[src/rtl/rom_dl_sequencer.sv]
// ROM download sequencer between data_io and the galaxian core download port.
// Define ROM_DL_CHECKSUM_EN to add the rom_sum output (sum of bytes written to the core).
module rom_dl_sequencer #(
  parameter int FIFO_DEPTH  = 8,
  parameter int ROM_SIZE    = 65536,
  parameter int HOLD_CYCLES = 1024
) (
  input  logic        clk_sys,
  input  logic        reset_n,
  input  logic        ioctl_download,
  input  logic [7:0]  ioctl_index,
  input  logic        ioctl_wr,
  input  logic [24:0] ioctl_addr,
  input  logic [7:0]  ioctl_dout,
  input  logic        rst_req,
  input  logic        dl_ready,
  output logic [15:0] dl_addr,
  output logic [7:0]  dl_data,
  output logic        dl_wr,
  output logic [6:0]  core_mod,
  output logic        core_reset,
  output logic        overflow,
`ifdef ROM_DL_CHECKSUM_EN
  output logic [15:0] rom_sum,
`endif
  output logic        busy
);

  localparam int AW = $clog2(FIFO_DEPTH);
  localparam int CW = (HOLD_CYCLES > 1) ? $clog2(HOLD_CYCLES) : 1;
  localparam logic [CW-1:0] HOLD_LOAD = CW'(HOLD_CYCLES - 1);
  localparam logic [31:0]   ROM_LIMIT = 32'(ROM_SIZE);

  localparam logic [1:0] ST_RUN   = 2'd0;
  localparam logic [1:0] ST_LOAD  = 2'd1;
  localparam logic [1:0] ST_DRAIN = 2'd2;
  localparam logic [1:0] ST_HOLD  = 2'd3;

  logic [1:0]    state;
  logic [1:0]    state_next;
  logic [CW-1:0] cnt;
  logic [CW-1:0] cnt_next;
  logic          dl_prev;
  logic          dl_rise;

  logic [23:0]   mem [FIFO_DEPTH];
  logic [AW:0]   wr_ptr;
  logic [AW:0]   rd_ptr;
  logic          empty;
  logic          full;
  logic          push_req;
  logic          push;
  logic          pop;
  logic          drop;

  assign dl_rise  = ioctl_download & ~dl_prev;
  assign empty    = (wr_ptr == rd_ptr);
  assign full     = (wr_ptr[AW] != rd_ptr[AW]) && (wr_ptr[AW-1:0] == rd_ptr[AW-1:0]);
  assign push_req = ioctl_download & ioctl_wr & (ioctl_index == 8'd0) &
                    ({7'd0, ioctl_addr} < ROM_LIMIT);
  assign pop      = ~empty & dl_ready;
  // A full FIFO still accepts a byte when the head leaves in the same cycle.
  assign push     = push_req & (~full | pop);
  assign drop     = push_req & full & ~pop;

  always_ff @(posedge clk_sys or negedge reset_n) begin
    if (!reset_n) begin
      dl_prev <= 1'b0;
    end else begin
      dl_prev <= ioctl_download;
    end
  end

  always_ff @(posedge clk_sys) begin
    if (push) begin
      mem[wr_ptr[AW-1:0]] <= {ioctl_addr[15:0], ioctl_dout};
    end
  end

  always_ff @(posedge clk_sys or negedge reset_n) begin
    if (!reset_n) begin
      wr_ptr <= '0;
      rd_ptr <= '0;
    end else begin
      if (push) begin
        wr_ptr <= wr_ptr + 1'b1;
      end
      if (pop) begin
        rd_ptr <= rd_ptr + 1'b1;
      end
    end
  end

  always_ff @(posedge clk_sys or negedge reset_n) begin
    if (!reset_n) begin
      dl_wr   <= 1'b0;
      dl_addr <= '0;
      dl_data <= '0;
    end else begin
      dl_wr <= pop;
      if (pop) begin
        {dl_addr, dl_data} <= mem[rd_ptr[AW-1:0]];
      end
    end
  end

  // A drop in the same cycle as a new download start still leaves the flag set.
  always_ff @(posedge clk_sys or negedge reset_n) begin
    if (!reset_n) begin
      overflow <= 1'b0;
    end else if (drop) begin
      overflow <= 1'b1;
    end else if (dl_rise) begin
      overflow <= 1'b0;
    end
  end

  always_ff @(posedge clk_sys or negedge reset_n) begin
    if (!reset_n) begin
      core_mod <= '0;
    end else if (ioctl_download && ioctl_wr && (ioctl_index == 8'd1) &&
                 (ioctl_addr == 25'd0)) begin
      core_mod <= ioctl_dout[6:0];
    end
  end

  always_comb begin
    state_next = state;
    cnt_next   = cnt;
    case (state)
      ST_RUN: begin
        if (dl_rise) begin
          state_next = ST_LOAD;
        end else if (rst_req) begin
          state_next = ST_HOLD;
          cnt_next   = HOLD_LOAD;
        end
      end
      ST_LOAD: begin
        if (!ioctl_download) begin
          state_next = ST_DRAIN;
        end
      end
      ST_DRAIN: begin
        // Wait for the last write to reach the core before starting the settle time.
        if (ioctl_download) begin
          state_next = ST_LOAD;
        end else if (empty && !dl_wr) begin
          state_next = ST_HOLD;
          cnt_next   = HOLD_LOAD;
        end
      end
      ST_HOLD: begin
        if (ioctl_download) begin
          state_next = ST_LOAD;
        end else if (rst_req) begin
          cnt_next = HOLD_LOAD;
        end else if (cnt == '0) begin
          state_next = ST_RUN;
        end else begin
          cnt_next = cnt - 1'b1;
        end
      end
      default: begin
        state_next = ST_HOLD;
        cnt_next   = HOLD_LOAD;
      end
    endcase
  end

  always_ff @(posedge clk_sys or negedge reset_n) begin
    if (!reset_n) begin
      state <= ST_HOLD;
      cnt   <= HOLD_LOAD;
    end else begin
      state <= state_next;
      cnt   <= cnt_next;
    end
  end

  assign core_reset = (state != ST_RUN);
  assign busy       = (state != ST_RUN);

`ifdef ROM_DL_CHECKSUM_EN
  always_ff @(posedge clk_sys or negedge reset_n) begin
    if (!reset_n) begin
      rom_sum <= '0;
    end else if (dl_rise) begin
      rom_sum <= '0;
    end else if (dl_wr && (state != ST_RUN)) begin
      rom_sum <= rom_sum + {8'd0, dl_data};
    end
  end
`endif

endmodule

[config.mk]
export PLATFORM = sky130hd
export DESIGN_NAME = rom_dl_sequencer
export DESIGN_NICKNAME = d
export VERILOG_FILES = /design/src/rtl/rom_dl_sequencer.sv
export SDC_FILE = /design/constraint.sdc
export NUM_CORES = 1
export LEC_CHECK = 0
export CAP_MARGIN = 20
export CORE_ASPECT_RATIO = 0.75
export CORE_MARGIN = 2
export CORE_UTILIZATION = 55
export CTS_BUF_LIST = sky130_fd_sc_hd__clkbuf_4
export DETAILED_ROUTE_END_ITERATION = 16
export PLACE_DENSITY = 0.75
export SLEW_MARGIN = 40
export SYNTH_ARGS = -nofsm -noshare
export SYNTH_HDL_FRONTEND = slang
export SYNTH_SLANG_ARGS = --single-unit
[constraint.sdc]
create_clock -name clk_sys -period 9.8 [get_ports clk_sys]
set_input_delay 0.98 -clock clk_sys [delete_from_list [all_inputs] [get_ports clk_sys]]
set_output_delay 0.98 -clock clk_sys [all_outputs]
set_load 0.03 [all_outputs]
-- Yosys cells after proc, flatten, opt, wreduce, memory -nomap -nowiden
Memories as Yosys holds them, arrays and structs flattened. A register that Yosys moved wholly into a read port is not among the register bits.
Index checks and enable logic that the tools add are counted.
- $add $sub $neg: 3
- order comparisons: 1
- eq/ne operators: 18
- muxes and demuxes: 21
- bitwise operators: 13
- reductions and logical operators: 16
- operator list (operator ; count):
    10-bit 2-to-1 mux ; 7
    10-bit one-hot mux with 3 select lines ; 1
    25-bit logical NOT ; 1
    25-bit by 17-bit less-than comparator with 1-bit output, second input constant ; 1
    2-bit 2-to-1 mux ; 8
    3-bit inequality test, second input constant ; 5
    2-bit inequality test, second input constant ; 6
    10-bit logical NOT ; 1
    10-bit by 1-bit subtractor with 10-bit output, second input constant ; 1
    4-bit by 1-bit adder with 4-bit output, second input constant ; 2
    1-bit AND ; 8
    8-bit by 1-bit == test with 1-bit output, second input constant ; 1
    8-bit logical NOT ; 1
    2-bit one-hot mux with 4 select lines ; 1
    7-bit AND reduction ; 1
    1-bit logical AND ; 5
    5-bit AND reduction ; 1
    2-bit == test, second input constant ; 2
    4-bit == test ; 1
    1-bit 2-to-1 mux ; 4
    1-bit inverter ; 4
    2-bit nonzero test ; 2
    3-bit == test ; 1
    3-bit nonzero test ; 1
    5 further kinds ; 6
- register bits after elaboration: 30
- memory bits (writable): 192
- memories: 1
- memories (name ; depth ; bits a word ; rd ports ; clocked after Yosys merged registers in ; wr ports ; RTL line ; source):
    mem ; 8 ; 24 ; 1 ; 1 ; 1 ; 46 ; logic [23:0] mem [FIFO_DEPTH];

-- Longest topological paths before layout
Gate-level depths: netlist of run 1.
- depth in word-level cells: 7
- mapped depth: 8
- gate-level depth less buffers: 7

-- Worst setup path before layout of run 1
No wires, ideal clock.
- path kind: in2reg
- from: in ioctl_addr[20]
- to: mem mem[0][0], enable pin
- library setup time: 435 ps
- arrival: 3736 ps
- setup slack: 5628 ps
- stages on the path: 4
- cell sequence: or4_4 -> nor4_4 -> nand3b_1 -> nor3_1
- word-level cells in the longest chain between the ends: 5
- ends and longest elaborated chain (element ; RTL line ; source):
    from (decl) ; 13 ; input logic [24:0] ioctl_addr,
    25-bit by 17-bit less-than comparator with 1-bit output ; 60 ; ({7'd0, ioctl_addr} < ROM_LIMIT);
    1-bit AND ; 59 ; assign push_req = ioctl_download & ioctl_wr & (ioctl_index == 8'd0) &
    1-bit AND ; 63 ; assign push = push_req & (~full | pop);
    1-bit 2-to-1 mux ; 75 ; if (push) begin
    1-bit 2-to-1 mux (not written as such) ; 76 ; mem[wr_ptr[AW-1:0]] <= {ioctl_addr[15:0], ioctl_dout};
    to (decl) ; 46 ;
No other way between the ends.

-- Worst setup path in the final report of run 1
- from: in ioctl_index[1]
- to: mem mem[2][6], enable pin
- word-level cells in the longest chain between the ends: 6
- ends and longest elaborated chain (element ; RTL line ; source):
    from (decl) ; 11 ; input logic [7:0] ioctl_index,
    8-bit logical NOT ; 59 ;
    1-bit AND (2 in series) ; 59 ;
    1-bit AND ; 63 ;
    1-bit 2-to-1 mux ; 75 ;
    1-bit 2-to-1 mux (not written as such) ; 76 ;
No other way between the ends.

==> results of run 1 <==
[metal layers]
layer  vias to the layer above  part of all wire (%)  GRT usage, %
met5                         -                     0             0
met4                         0                   1.4          6.88
met3                        27                   6.6          5.09
met2                       184                    47          32.5
met1                      2720                    45          31.4
li1                       2423                     -             -
[critical path, delay by kind of cell]
family	cells	cell delay [ns]
buffers and inverters	2	0.76
and+or+nand+nor	5	1.97
[cells in the final DEF (no fill, tap or decap), types with 2 or more instances in the layout]
master           netlist  layout
edfxtp_1             192     192
clkbuf_4               0      85
clkdlybuf4s50_1        0      80
mux4_2                48      48
dfrtp_1               42      40
nand2_1               39      39
o21ai_0               30      30
mux2i_1               24      24
clkinv_1               0      20
a31oi_1               16      16
buf_4                  2      14
dfstp_2               12      12
inv_1                  9       9
xnor2_1                9       9
mux2_2                 8       8
nor4_1                 7       7
ha_1                   7       7
nor2_1                10       5
nand3_1                5       5
nand2b_1               5       5
nor2_2                 0       5
nor3_1                 7       5
nand4_1                4       4
o31ai_1                4       4
nor3_2                 1       3
nor2b_1                3       3
and3_1                 2       2
a21oi_1                2       2
or3_1                  2       2
a41oi_1                2       2
bufinv_16              0       2
[cell usage after synthesis (all sizes together), types with 7 or more instances]
| master | number | area (um2) |
|---|---|---|
| nand2 | 40 | 153 |
| nor3 | 8 | 45.0 |
| a31oi | 16 | 100 |
| nor2 | 10 | 37.5 |
| dfstp | 12 | 315 |
| mux2i | 24 | 240 |
| clkbuf | 15 | 58.8 |
| inv | 9 | 33.8 |
| ha | 7 | 87.6 |
| xnor2 | 9 | 78.8 |
| dfrtp | 42 | 1050 |
| mux4 | 48 | 1080 |
| mux2 | 9 | 105 |
| nor4 | 8 | 65.1 |
| o21ai | 30 | 150 |
| edfxtp | 192 | 5770 |
| buf | 13 | 73.8 |
[worst max-delay path by stage]
stage	from	end	cells past startpoint
2_1_floorplan	ioctl_addr[20]	mem[0][0]$_DFFE_PP_	4
3_3_place_gp	ioctl_index[1]	mem[2][3]$_DFFE_PP_	7
3_5_place_dp	ioctl_index[1]	mem[2][3]$_DFFE_PP_	7
4_1_cts	state[0]$_DFFE_PN1P_	core_reset	4
5_1_grt	ioctl_index[1]	mem[2][6]$_DFFE_PP_	7
6_report	ioctl_index[1]	mem[2][6]$_DFFE_PP_	7
[report_power, final]
group	leakage (uW)	switching [uW]	total [uW]	internal [uW]
Combinational	0.00123	443	843	400
Sequential	0.00238	69.2	1270	1200
Clock	0.000463	393	847	454
[kinds of logic (layout without fill, tap and decap cells)]
group	Yosys count	after routing	synth area share, %
adders and majority gates	7	7	0.896
xor gates and xnor gates	10	10	0.973
and+or+nand+nor	96	96	5.26
DFF	246	246	73.0
other	0	1	0
AOI/OAI and AO/OA	58	58	3.60
muxes	81	81	14.6
buffers and inverters	37	214	1.70
[area by class of cell]
type	instances	area, um2	area share [%]
Tap cell	242	303	2.59
Multi-Input combinational cell	252	2500	21.4
Clock inverter	25	153	1.31
Antenna cell	1	2.50	0.0214
Sequential cell	246	7140	61.1
Clock buffer	85	638	5.47
Timing Repair Buffer	95	911	7.80
Inverter	9	33.8	0.289
[registers in the layout, indices dropped and copies added, names as in the netlist]
register / cells
rd_ptr: 4
cnt: 10
overflow: 1
dl_wr: 1
state: 2
wr_ptr: 4
dl_data: 8
core_mod: 7
dl_prev: 1
mem: 192
dl_addr: 16
[stage by stage]
stage | util, % | worst slack, ns | instance area, um2 | hold slack (ns) | cells
global placement | 62.2 | 5.94 | 10900 | 0.461 | 844
global route | 66.7 | 6.27 | 11700 | 0.487 | 955
CTS | 66.7 | 6.40 | 11700 | 0.447 | 954
floorplan | - | 5.63 | 9770 | 0.466 | 535
detailed placement | 62.2 | 5.73 | 10900 | 0.470 | 844
finish | 66.7 | 6.44 | 11700 | 0.464 | 955
==> impl_metrics.env, run 1 <==
export IMPL_track_usage_pct=21.5
export IMPL_cts_setup_buffers=0
export IMPL_critPathKind="in2reg"
export IMPL_clk_latency_ns=0.67
export IMPL_dieArea_um2=18900
export IMPL_fmax_mhz=297
export IMPL_cts_max_level=2
export IMPL_required_ns=10.14
export IMPL_crit_path_top_delay_cell="nor2_2"
export IMPL_ff2ff_path_depth=6
export IMPL_syn_instance_count=535
export IMPL_yosysSeqAreaShare_pct=73.0
export IMPL_cts_root_buf="clkbuf_4"
export IMPL_grt_pass1_vias=5595
export IMPL_fillers=1171
export IMPL_die_w_um=158
export IMPL_cp_data_arrival_time_ns=3.71
export IMPL_synth_cell_area_um2=9770
export IMPL_worst_slew_pin_slew_ns=0.759
export IMPL_cts_hold_buf=0
export IMPL_synth_async_sr_flop_share_pct=22.0
export IMPL_postSynthAreaPerCell_um2=18.3
export IMPL_synthFlopType="edfxtp_1"
export IMPL_grt_antenna_before_repair=1
export IMPL_drt_iter0_markers=397
export IMPL_setup_violations=0
export IMPL_routed_via_density=5.61
export IMPL_fin_setup_tns_ns=0
export IMPL_skew_ns=0.0306
export IMPL_io_buffers=81
export IMPL_final_hold_violation_count=0
export IMPL_timing_final_max_slew_violations=0
export IMPL_ys_seq_elements=246
export IMPL_r2r_end="mem[2][6]$_DFFE_PP_"
export IMPL_p_per_area_nw_per_um2=253
export IMPL_io_pins=82
export IMPL_max_vdd_ir_drop_v=0.000130
export IMPL_clock_sink_count=246
export IMPL_clk_pin_slew_ns=0.07
export IMPL_rrSetupSlack_ns=6.79
export IMPL_synth_edf_count=192
export IMPL_synth_nets=589
export IMPL_syn_to_final_growth_pct=19.5
export IMPL_cpPeakStageDelay_ns=0.67
export IMPL_drive_gt1_share_pct=27.1
export IMPL_cts_tree="done"
export IMPL_vias=5354
export IMPL_endpoint_kind="flip-flop"
export IMPL_clk_path_buf_depth=3
export IMPL_yosys_warnings=0
export IMPL_fin_nets=716
export IMPL_slew_headroom_pct=49.4
export IMPL_r2r_start="rd_ptr[2]$_DFFE_PN0P_"
export IMPL_crit_chain="clkdlybuf4s50_1, nor4_1, nand3_1, nor4_4, nand3b_1, nor2_2, buf_4"
export IMPL_ant_nets=0
export IMPL_outcome="finished, final reports clean"
export IMPL_period_share_pct=34.3
export IMPL_row_count=42
export IMPL_power_uw=2960
export IMPL_cts_resized=0
export IMPL_gr_total_overflow=0
export IMPL_globalplace_congestion=0.764
export IMPL_synthDistinctLibCells=48
export IMPL_drc=0
export IMPL_grt_pass1_wl_mm=30.1
export IMPL_initial_core_util_pct=55.8
export IMPL_p_leak_uw=0.00407
export IMPL_die_y_um=119
export IMPL_drt_first_pass_iters=5
export IMPL_startpoint_type="input port"
export IMPL_hp_class="in2async"
export IMPL_wirelength_mm=19.2
export IMPL_core_area_um2=17500
export IMPL_cts_made_buffers=58
export IMPL_cap_violations=0
export IMPL_hpwl_mm=11.5
export IMPL_rsz0062_at_grt="no"
export IMPL_wl_per_cell_um=20.1
export IMPL_grt_max_degree=55
export IMPL_path_max_fanout=13
export IMPL_period_minus_slack_ns=3.36
No activity file was read; power rests on OpenSTA's default activity.
==> run 2: changes to the inputs <==
Clock period 9.8 ns to 3.1 ns, I/O delays scaled along.
==> run 2 against run 1 <==
Via count increased by 1.3%. Combinational power increased to 3.2 times the previous value. Flip-flop and latch count unchanged. Total power increased to 3.2 times the previous value. First-iteration DRC count increased by 15%. Largest cell class unchanged. Clock power increased to 3.1 times the previous value. Register-to-register slack got worse by 6.2 ns. Utilization increased by 1.1 points. Clock-buffer cell count increased by 7. Sequential power increased to 3.2 times the previous value. Critical path depth decreased by 3. Sequential share of layout area decreased by 0.95 points. Largest power group unchanged.
==> impl_metrics.env, run 2 (same netlist as run 1, synthesis figures left out) <==
export IMPL_fillers=1174
export IMPL_critPathKind="reg2out"
export IMPL_startpoint_type="flip-flop"
export IMPL_cts_tree="done"
export IMPL_p_per_area_nw_per_um2=787
export IMPL_die_y_um=119
export IMPL_hold_worst_slack_ns=0.186
export IMPL_drt_iter0_markers=458
export IMPL_track_usage_pct=21.9
export IMPL_routed_via_density=5.63
export IMPL_cts_root_buf="clkbuf_4"
export IMPL_wirelength_mm=19.6
export IMPL_r2r_start="state[0]$_DFFE_PN1P_"
export IMPL_fin_nets=728
export IMPL_setup_violations=0
export IMPL_globalplace_congestion=0.781
export IMPL_skew_ns=0.0336
export IMPL_rrSetupSlack_ns=0.55
export IMPL_cts_max_level=2
export IMPL_drc=0
export IMPL_final_common_cell="edfxtp_1"
export IMPL_path_max_fanout=6
export IMPL_p_leak_uw=0.00415
export IMPL_ff2ff_path_depth=7
export IMPL_vias=5425
export IMPL_hpwl_mm=12.0
export IMPL_worst_slew_pin_slew_ns=0.729
export IMPL_initial_core_util_pct=55.8
export IMPL_syn_to_final_growth_pct=21.3
export IMPL_slew_headroom_pct=51.4
export IMPL_hp_class="in2async"
export IMPL_largest_reg_flops=192
export IMPL_r2r_end="cnt[6]$_DFFE_PN1P_"
export IMPL_period_share_pct=85.5
export IMPL_grt_pass1_wl_mm=30.6
export IMPL_seqCellArea_um2=7140
export IMPL_cap_violations=0
export IMPL_diodes=0
export IMPL_clock_sink_count=246
export IMPL_clk_path_buf_depth=3
export IMPL_rsz0062_at_grt="no"
export IMPL_dieArea_um2=18900
export IMPL_multiInputGateArea_um2=2520
export IMPL_outcome="finished, final reports clean"
export IMPL_clk_latency_ns=0.68
export IMPL_core_area_um2=17500
export IMPL_gr_total_overflow=0
export IMPL_wl_per_cell_um=20.4
export IMPL_cts_setup_buffers=0
export IMPL_grt_max_degree=51
export IMPL_timing_final_max_slew_violations=0
export IMPL_period_minus_slack_ns=2.65
export IMPL_io_pins=82
export IMPL_cp_data_arrival_time_ns=2.34
export IMPL_required_ns=2.79
export IMPL_final_hold_violation_count=0
export IMPL_most_common_layout_cells="edfxtp_1 (192), clkbuf_4 (92), clkdlybuf4s50_1 (80)"
export IMPL_clk_pin_slew_ns=0.08
export IMPL_grt_antenna_before_repair=0
export IMPL_drt_first_pass_iters=5
export IMPL_row_count=42
export IMPL_io_buffers=81
export IMPL_drive_gt1_share_pct=29.4
export IMPL_endpoint_kind="primary output"
export IMPL_grt_pass1_vias=5617
export IMPL_fin_setup_tns_ns=0
export IMPL_cts_made_buffers=56
export IMPL_die_w_um=158
export IMPL_max_vdd_ir_drop_v=0.000391
export IMPL_fmax_mhz=377
export IMPL_ant_nets=0
[run 2: cell types whose count changed in the layout (fill, tap and decap cells not counted), moves of 2 or more]
cell / change
buf_4: +7
nor3_4: +2
buf_12: +6
clkinv_1: -8
nor3_2: -2
clkbuf_4: +7
[run 2: per-stage QoR]
stage / worst slack, ns / power (uW) / util [%] / std cells / cell area [um2]
global route: 0.309 / 9810 / 67.8 / 964 / 11900
CTS: 0.396 / 9440 / 67.8 / 964 / 11900
finish: 0.448 / 9340 / 67.8 / 964 / 11900
floorplan: 0.234 / 5920 / - / 535 / 9780
detailed placement: 0.256 / 6770 / 63.3 / 857 / 11100
global placement: 0.275 / 6690 / 63.3 / 857 / 11100
[run 2: timing repair]
action,4_1_cts,5_1_grt
hold buffers,1,0
gates resized for setup,0,0
hold endpoints to repair,14,0
[run 2: cell type report]
| class | instances | share of cell area (%) |
|---|---|---|
| timing repair buffer | 109 | 9.22 |
| multi-input combinational | 252 | 21.2 |
| clock inverter | 14 | 0.707 |
| clock buffer | 92 | 5.82 |
| sequential | 246 | 60.2 |
| tap | 242 | 2.55 |
| inverter | 9 | 0.285 |
[run 2: how the worst max path moves through the flow]
| stage | startpoint | end | slack (ns) | depth (start not counted) |
|---|---|---|---|---|
| floorplan | ioctl_addr[20] | mem[4][0]$_DFFE_PP_ | 0.23 | 4 |
| global placement | ioctl_index[1] | mem[6][9]$_DFFE_PP_ | 0.28 | 7 |
| detailed placement | ioctl_addr[20] | mem[6][9]$_DFFE_PP_ | 0.26 | 6 |
| CTS | state[0]$_DFFE_PN1P_ | busy | 0.40 | 4 |
| global route | state[0]$_DFFE_PN1P_ | cnt[6]$_DFFE_PN1P_ | 0.31 | 7 |
| finish | state[0]$_DFFE_PN1P_ | busy | 0.45 | 4 |
[run 2: layer usage]
layer	track usage, %	routed length, um	vias to the layer above	part of all wire, %
li1	-	-	2442	-
met2	33.4	9040	217	46
met1	31.1	8560	2724	44
met5	0	0	-	0
met4	7.33	430	0	2.2
met3	6.08	1610	42	8.2
[run 2: power breakdown]
| part | switching [uW] | internal [uW] | leakage (uW) | total [uW] |
|---|---|---|---|---|
| Sequential | 214 | 3790 | 0.00238 | 4010 |
| Combinational | 1400 | 1270 | 0.00131 | 2670 |
| Clock | 1240 | 1420 | 0.000460 | 2660 |
[run 2: worst max-delay path, stage by stage, from the launching register on]
cell and delay, ns:
dfstp_2 0.58, inv_1 0.08, ha_1 0.24, inv_1 0.12, clkdlybuf4s50_1 0.68
==> variant, RTL diff (flow settings as in run 1) <==
Build with the macro `ROM_DL_CHECKSUM_EN` defined.
--- a/src/rtl/rom_dl_sequencer.sv
+++ b/src/rtl/rom_dl_sequencer.sv
@@ -2,2 +2,4 @@
 // Define ROM_DL_CHECKSUM_EN to add the rom_sum output (sum of bytes written to the core).
+`define ROM_DL_CHECKSUM_EN
+
 module rom_dl_sequencer #(
Formal check against the unedited RTL (old outputs only; new: rom_sum): equivalent (Yosys induction, for registers that start in step).
==> variant against run 1 <==
Area after synthesis up 9.6%. Sequential power increased by 7%. Die area rose by 9.3%. Worst setup slack improved by 0.046 ns. Design area up 10%. Wire length increased by 18%. Clock power grew 9.0%. Sequential cell count is 16 higher. Total power rose by 11%. Global-route usage grew 1.7 points. Non-clock buffer count grew 14. Critical path type unchanged. Largest power group unchanged.
==> variant: results (changes against run 1) <==
- Status: complete, no violations
- GRT met1 Usage: 0.3333 (+0.01936)
- Syn nets: 704 (+20%)
- Clock Sink Count: 262 (+6.5%)
- Comb_multi_in: 344 (+37%)
- Worst skew pair latency: 0.64 ns (-0.03 ns)
- Worst R2R Start: rd_ptr[1]
- Leakage power: 0.004614 uW (+13%)
- Max VDD drop: 0.1380 mV (+6.4%)
- Invs w/o clock: 12 (+3)
- Worst hold slack: 0.3483 ns (-0.1158 ns)
- CTS Buf Count: 66 (+14%)
- Area of the multi-input gates: 3045 um2 (+22%)
- DR iter-0 viols: 600 (+51%)
- Place WS: 5.633 ns (-0.09991 ns)
- Sequential share of cell area: 0.5853 (-0.02595)
- Met2 track utilization from global routing: 0.3554 (+0.03012)
- FF-to-FF setup slack: 6.85 ns (+0.06 ns)
- FILL cells: 1314 (+12%)
- Buffer share of cell area: 0.08282 (+0.004795)
- GPL Wtd Cong: 0.8269 (+8.2%)
- First-pass GRT wire length: 35830 um (+19%)
- # port buffers: 97 (+20%)
- Total track usage: 0.2317 (+0.01678)
- Top post-synthesis cells by count: edfxtp_1, dfrtp_1, nand2_1
- Area contributors post-synth: edfxtp_1, dfrtp_1, mux4_2
- Largest net degree at the start of global routing: 71 (+29%)
- Area share of fa/ha/maj cells after synthesis: 0.01472 (+0.005761)
- Post-synthesis sequential area ratio: 0.7034 (-0.02630)
- DR vias: 6434 (+20%)
- R2R depth: 8 (+2)
- CP max FO: 14 (+1)
- Worst Skew: 0.02554 ns (-0.005053 ns)
- Worst rel slew slack: 0.4950 (+0.001352)
- H-tree Lvls: 3 (+1)
- DP Area: 12000 um2 (+10%)
- CP arrival: 3.64 ns (-0.07 ns)
- Wire per inst: 20.52 um (+1.9%)
- Peak per-stage delay on the critical path: 0.69 ns (+0.02 ns)
- M3 GR Usage: 0.04962 (-0.001329)
## variant: changes by cell type after synthesis, moves of 4 or more
cell	before	now
nand3_1	5	10
a21oi_1	2	15
nand2_1	39	56
o21ai_0	30	38
nor2_1	10	27
ha_1	7	11
a211oi_1	0	4
a31oi_1	16	8
dfrtp_1	42	58
a22o_1	0	6
## variant: worst max-delay path by stage
stage / slack [ns] / to / startpoint
3_5_place_dp: 5.63 / mem[2][19] / ioctl_download
5_1_grt: 6.21 / mem[2][17] / ioctl_download
6_report: 6.48 / mem[2][17] / ioctl_download
3_3_place_gp: 5.77 / mem[2][19] / ioctl_download
2_1_floorplan: 5.58 / mem[3][0] / ioctl_index[1]
4_1_cts: 6.32 / mem[2][17] / ioctl_download
## variant: power by group through the flow
stage / Clock (uW) / Sequential, uW / Combinational (uW)
2_1_floorplan: 0 / 1480 / 583
3_3_place_gp: 0 / 1370 / 995
3_5_place_dp: 0 / 1380 / 1010
4_1_cts: 948 / 1360 / 1020
5_1_grt: 1000 / 1370 / 1100
6_report: 923 / 1360 / 1010
## variant: through the flow
step	instances	power (uW)	util
2_1_floorplan	645	2067	-
3_3_place_gp	980	2369	0.6243
3_5_place_dp	980	2395	0.6246
4_1_cts	1101	3327	0.6695
5_1_grt	1102	3469	0.6700
6_report	1102	3294	0.6700
## variant: cells by family after synthesis
family,after synthesis
compound gates,95
xor+xnor,15
fa+ha+maj,12
buf+inv,39
flops,262
mux,81
simple gates,141
## variant: per-layer routing
metal	routed length [um]	up-vias
met2	10790	286
met3	1906	27
met1	9616	3233
li1	-	2888
met5	0	-
met4	295	0
## variant: worst max-delay path: cells and delay by family
| family | cells | cell delay (ns) |
|---|---|---|
| and+or+nand+nor | 4 | 1.60 |
| buffers and inverters | 2 | 1.04 |
